--- src/rtl/gen_synchronizer.sv ---
// Generation sequencer: one render pass per frame, and on advancing frames a full
// logic round across all engines followed by a buffer swap and generation count.
module gen_synchronizer #(
  parameter int NUM_LOGIC   = 4,
  parameter int GEN_WIDTH   = 16,
  parameter int SPEED_WIDTH = 4
) (
  input  logic                   clk_in,
  input  logic                   rst_in,
  input  logic [NUM_LOGIC-1:0]   logic_done_in,
  input  logic                   render_done_in,
  input  logic                   buf_ready_in,
  input  logic                   run_in,
  input  logic                   step_in,
  input  logic [SPEED_WIDTH-1:0] speed_in,
  output logic [NUM_LOGIC-1:0]   logic_start_out,
  output logic                   render_start_out,
  output logic                   buf_swap_out,
  output logic [GEN_WIDTH-1:0]   generation_out,
  output logic                   busy_out
);

  typedef enum logic [1:0] {S_LAUNCH, S_WAIT, S_SWAP_WAIT, S_SWAP} state_t;

  state_t                 r_state;
  logic                   r_live;
  logic                   r_adv;
  logic                   r_step_pend;
  logic                   r_render_flag;
  logic [NUM_LOGIC-1:0]   r_logic_flags;
  logic [SPEED_WIDTH-1:0] r_frame_cnt;
  logic [GEN_WIDTH-1:0]   r_gen;

  logic [NUM_LOGIC-1:0]   w_logic_seen;
  logic                   w_render_seen;
  logic                   w_round_done;
  logic                   w_to_launch;
  logic                   w_adv_next;

  function automatic logic [SPEED_WIDTH-1:0] sat_inc(input logic [SPEED_WIDTH-1:0] v);
    return (&v) ? v : v + 1'b1;
  endfunction

  // Exit test folds in this cycle's done inputs so a round ends without an extra idle cycle.
  always_comb begin
    w_logic_seen  = r_logic_flags | logic_done_in;
    w_render_seen = r_render_flag | render_done_in;
    w_round_done  = w_render_seen && (!r_adv || (&w_logic_seen));
    w_to_launch   = r_live && (((r_state == S_WAIT) && w_round_done && !r_adv) ||
                               (r_state == S_SWAP));
    w_adv_next    = r_step_pend || (run_in && (r_frame_cnt >= speed_in));
  end

  // r_live holds the first LAUNCH back one cycle so no pulse appears on reset release.
  always_ff @(posedge clk_in) begin
    if (!rst_in) begin
      r_state       <= S_LAUNCH;
      r_live        <= 1'b0;
      r_adv         <= 1'b0;
      r_step_pend   <= 1'b0;
      r_render_flag <= 1'b0;
      r_logic_flags <= '0;
      r_frame_cnt   <= '0;
      r_gen         <= '0;
    end else begin
      r_live <= 1'b1;
      if (r_live) begin
        case (r_state)
          S_LAUNCH: begin
            r_logic_flags <= '0;
            r_render_flag <= 1'b0;
            r_state       <= S_WAIT;
          end
          S_WAIT: begin
            r_render_flag <= w_render_seen;
            if (r_adv) r_logic_flags <= w_logic_seen;
            if (w_round_done) r_state <= r_adv ? S_SWAP_WAIT : S_LAUNCH;
          end
          S_SWAP_WAIT: if (buf_ready_in) r_state <= S_SWAP;
          S_SWAP: begin
            r_gen   <= r_gen + 1'b1;
            r_state <= S_LAUNCH;
          end
          default: r_state <= S_LAUNCH;
        endcase
      end
      if (w_to_launch) begin
        r_adv <= w_adv_next;
        if (w_adv_next)  r_frame_cnt <= '0;
        else if (run_in) r_frame_cnt <= sat_inc(r_frame_cnt);
      end
      // A new step request in the consuming cycle survives the consumption.
      r_step_pend <= step_in || (r_step_pend && !(w_to_launch && w_adv_next));
    end
  end

  assign render_start_out = r_live && (r_state == S_LAUNCH);
  assign logic_start_out  = {NUM_LOGIC{r_live && (r_state == S_LAUNCH) && r_adv}};
  assign buf_swap_out     = (r_state == S_SWAP);
  assign generation_out   = r_gen;
  assign busy_out         = r_adv;

endmodule

--- config.mk ---
export PLATFORM = sky130hd
export DESIGN_NAME = gen_synchronizer
export DESIGN_NICKNAME = d
export VERILOG_FILES = /design/src/rtl/gen_synchronizer.sv
export SDC_FILE = /design/constraint.sdc
export NUM_CORES = 1
export LEC_CHECK = 0
export ABC_AREA = 1
export CORE_MARGIN = 2
export CORE_UTILIZATION = 30
export CTS_CLUSTER_SIZE = 24
export DETAILED_ROUTE_END_ITERATION = 8
export PLACE_DENSITY_LB_ADDON = 0.15
export SETUP_SLACK_MARGIN = 0.15
export SYNTH_ARGS = -nofsm -noshare
export SYNTH_HDL_FRONTEND = slang
export SYNTH_SLANG_ARGS = --single-unit
export TNS_END_PERCENT = 20
--- constraint.sdc ---
create_clock -name clk_in -period 1.41 [get_ports clk_in]
set_input_delay 0.2115 -clock clk_in [delete_from_list [all_inputs] [get_ports clk_in]]
set_output_delay 0.2115 -clock clk_in [all_outputs]
set_load 0.01 [all_outputs]
# Word-level counts from Yosys, hierarchy flattened
# Index checks and enable logic that the tools add are counted.
# totals
register_bits	30
latch_bits	0
ram_bits	0
rom_bits	0
input_bits	14
output_inout_bits	23
elab_cells	56
mem_count	0
# classes
n_addsub	2
mul	0
n_div	0
order_cmp	1
eq_ne	7
shifts	0
mux	11
bitwise	2
reduce_logical	25
# ops
operator	n
16-bit by 1-bit adder with 16-bit output, second input constant	1
4-bit two-way mux	4
1-bit logical AND	9
3-bit AND reduction	3
2-bit != test, second input constant	4
2-bit case mux with 4 select lines	1
4-bit case mux with 2 select lines	1
4-bit AND reduction	2
2-bit two-way mux	3
4-bit by 1-bit adder with 4-bit output, second input constant	1
2-bit equality test, second input constant	2
4-bit greater-or-equal comparator	1
1-bit logical OR	4
4-bit OR	1
2-bit AND reduction	2
2-bit nonzero test	2
2-bit by 1-bit equality test with 1-bit output, second input constant	1
1-bit logical NOT	2
2-bit logical NOT	1
1-bit case mux with 2 select lines	1
1-bit two-way mux	1
1-bit OR	1

# Logic depth before layout (Yosys ltp)
# logic_depth
depth_word	12
mapped_depth	14
mapped_depth_nobuf	14

# Worst setup path after synthesis
# OpenSTA, ideal clock, no wires.
# synth_path
path_kind	register to output
start	reg r_live
end	out logic_start_out[1]
t_arrival_ps	1320
t_required_ps	1199
path_slack_ps	-121
stages_incl_launch_ff	6
n_path_buf	1
path_cell_list	dfxtp_1 > inv_1 > nor2_1 > inv_1 > nor3_1 > buf_4
# synth_via
elab_chain_len	2
# synth_rtl
element	line_no	rtl
start: declaration	26	logic r_live;
start signal: assignment	58	r_live <= 1'b0;
start signal: assignment	66	r_live <= 1'b1;
1-bit logical AND (2 in a row)	98	assign logic_start_out = {NUM_LOGIC{r_live && (r_state == S_LAUNCH) && r_adv}};
end: declaration	16	output logic [NUM_LOGIC-1:0] logic_start_out,
# Every way passes these cells.

# Worst setup path in the final report
# layout_path
start	reg r_frame_cnt[0]
end	reg r_frame_cnt[1]
# layout_via
elab_chain_len	5
elab_cells_between_ends	11
cone_classes	add/sub: 1; order compare: 1; eq/ne: 1; mux: 3; reduce/logical: 5
# layout_rtl
element	line_no	rtl
start: declaration	31	logic [SPEED_WIDTH-1:0] r_frame_cnt;
start signal: assignment	90	else if (run_in) r_frame_cnt <= sat_inc(r_frame_cnt);
4-bit greater-or-equal comparator	51	w_adv_next = r_step_pend || (run_in && (r_frame_cnt >= speed_in));
1-bit logical AND	51	
1-bit logical OR	51	
2-bit != test (no line) or 2-bit nonzero test (tied branches)	-	
3-bit AND reduction (no line)	-	
# Several ways; a longest one is shown, not always the timed one. The select of a mux whose other input is x is not followed.
# A chain may end at the register's enable or synchronous reset.

==> run summary <==
Sequential fraction of the synthesis area - 0.380
Number of setup violations in the final report - 0
DR WL/cell - 11.1 um
RD Place Congestion - 0.777
Die footprint - 0.00586 mm^2
Core Region - 0.00511 mm^2
Ratio of final minimum period to clock period - 0.973
TritonRoute pass-1 iters - 4
Post-Route Skew - 0.0104 ns
Synth Area in Simple Gates - 0.293
P&R area growth vs syn - 57.8%
First-pass GRT wire length - 6690 um
Hold crit path type - flip-flop to flip-flop
Commonest non-fill, non-tap cell in the layout - nand2_1
Critical Path Sink Type - flip-flop
Die width - 76.6 um
TritonCTS buffer count - 5
Syn Area/Cell - 7.24 um^2
Commonest cells after routing, fill and taps aside - nand2_1, buf_4, inv_1, dfxtp_1, nor2_1
RSZ-0062 raised after global routing - yes
Synth Warn # - 0
Leakage - 0.00119 uW
Reg2reg setup slack - 0.04 ns
DP Wirelength - 2810 um
Antenna Cells - 0
Largest family of logic cells by synthesized area - simple AND/OR/NAND/NOR gates
Data arrival time of the worst path - 1.59 ns
Synth Instances - 218
Area of the mapped netlist - 0.00158 mm^2
Total grt overflow - 0
Status - finished clean
Number of max-cap violations - 0
Hold Vio Cnt, Final - 0
Worst setup endpoint - r_frame_cnt[1]
Ports - 37
Htree depth - 2
Crit path time final - 1.37 ns
Vias/cell - 4.47
Slew headroom - 0.819
Clock slew at reported path FFs - 0.07 ns
CTS tree - yes
Compound-Gate Fraction of Synth Area - 0.153
Max Root-Sink Buffers - 2
CP max FO - 5
CTS Sinks - 30
Fin nets - 310
DRT iter0 DRCs - 56
CP startpoint kind - flip-flop
Yosys reg bits - 30
Worst reg2reg path endpoint - r_frame_cnt[1]
Worst hold slack - 0.462 ns
Worst-Skew Late Latency - 0.28 ns
Pin count of the biggest net entering global routing - 14
Synth Net Count - 238
Total wire length - 4020 um
Initial core utilization - 0.309
# rows - 26
Total global-route track usage - 0.140
Slew @ Worst Pin - 0.270 ns
CTS Root Cell - clkbuf_8
Power Density - 741 mW/mm^2
Mux cell area share after synthesis - 0
Die H - 76.6 um
Vias in the first global route - 1505
Synth Area in XOR/XNOR - 0.0166
Peak Freq - 729 MHz
Max-slew violations - 0
DR DRC count - 0
Worst R2R Start - r_frame_cnt[0]
CP Class - flip-flop to flip-flop
Yosys cell types - 25
Fraction of layout instances using a drive strength above 1 - 0.354
Worst EP required - 1.63 ns
Dpl cells - 345
Layout Cells excl Fill - 361
CP Launch Point - r_frame_cnt[0]
DRT antenna net count - 0
Buffers on Ports - 36
Detailed-route via count - 1615
R2R cell count - 14
Synthesized-area fraction occupied by adder cells - 0.0475
VDD IR max - 0.000421 V
Antenna violations before repair - 0
report_power, final:
group	total, uW	internal [uW]	switching, uW
logic	243	121	122
clock network	728	394	335
registers	876	861	14.9
total	1850	1380	471
per-stage QoR:
step	total power, uW	cell area, um^2	TNS [ns]	util	worst slack (ns)
finish	1850	2490	0	0.488	0.0379
global route	1950	2490	-0.223	0.488	-0.0726
CTS	1850	2350	-0.0647	0.460	-0.0220
detailed placement	1110	2220	-2.30	0.434	-0.344
global placement	1110	2220	-2.11	0.434	-0.334
floorplan	996	1610	0	-	0.0629
flip-flops by register name, summed over array words and instances, names as in the netlist, named ones only:
| name | flops |
|---|---|
| r_step_pend | 1 |
| r_frame_cnt | 4 |
| r_live | 1 |
| r_state | 1 |
| r_render_flag | 1 |
| busy_out | 1 |
| generation_out | 16 |
| r_logic_flags | 4 |
area by class of cell:
class / count / area, um^2
Tap cell: 70 / 87.6
Multi-Input combinational cell: 147 / 973
Inverter: 35 / 134
Timing Repair Buffer: 71 / 588
Clock buffer: 7 / 86.3
Fill cell: 548 / 2620
Sequential cell: 30 / 617
Clock inverter: 1 / 5.00
synthesized netlist by cell type (all sizes together):
cell	number	area share
nor3	6	0.026
ha	6	0.048
a21oi	22	0.072
o21ai	12	0.038
o21a	3	0.014
inv	34	0.081
buf	4	0.021
xor2	3	0.017
clkbuf	2	0.0048
a21boi	1	0.0048
nand4	5	0.024
nand3	13	0.057
dfxtp	30	0.38
a211oi	5	0.024
nand2	45	0.11
clkinv	1	0.0024
nor2	26	0.078
how the worst min path moves through the flow:
stage                         to         startpoint  slack (ns)  depth (start not counted)
3_5_place_dp       r_render_flag      r_render_flag        0.45                          2
2_1_floorplan             r_live             rst_in        0.24                          0
6_report           r_render_flag      r_render_flag        0.46                          2
5_1_grt        generation_out[3]  generation_out[3]        0.50                          1
4_1_cts            r_render_flag      r_render_flag        0.46                          2
3_3_place_gp       r_render_flag      r_render_flag        0.45                          2
critical path: stages, from the launching register on:
cell and delay [ns]:
dfxtp_2 0.33, inv_2 0.05, ha_4 0.25, inv_2 0.02, nand2_1 0.04, nand2_1 0.05
nand2_1 0.06, nand2_2 0.06, nand2_4 0.06, nand2_4 0.07, nand2_4 0.07, nand2_4 0.06
nand2_2 0.06, nand2_1 0.04, nor2_1 0.07
kinds of logic after synthesis:
logic type | after synthesis
AO/OA/AOI/OAI | 43
XOR/XNOR | 3
flip-flops | 30
adder cells (fa/ha/maj) | 6
AND/OR/NAND/NOR | 95
buffers and inverters | 41
routing by layer:
layer,track usage,share of wire,routed length [um],up-vias
li1,-,-,-,854
met1,0.177,0.47,1890,723
met2,0.225,0.47,1880,32
met3,0.0450,0.051,204,6
met4,0.0436,0.011,46,0
met5,0,0,0,-
what timing repair did:
action	CTS	global route
gates resized for setup	69	35
hold endpoints to repair	0	0
hold buffers	0	0
endpoints found under the setup margin	45	29
setup buffers	2	6
pin swaps	14	28
No activity file was read; power rests on OpenSTA's default activity.
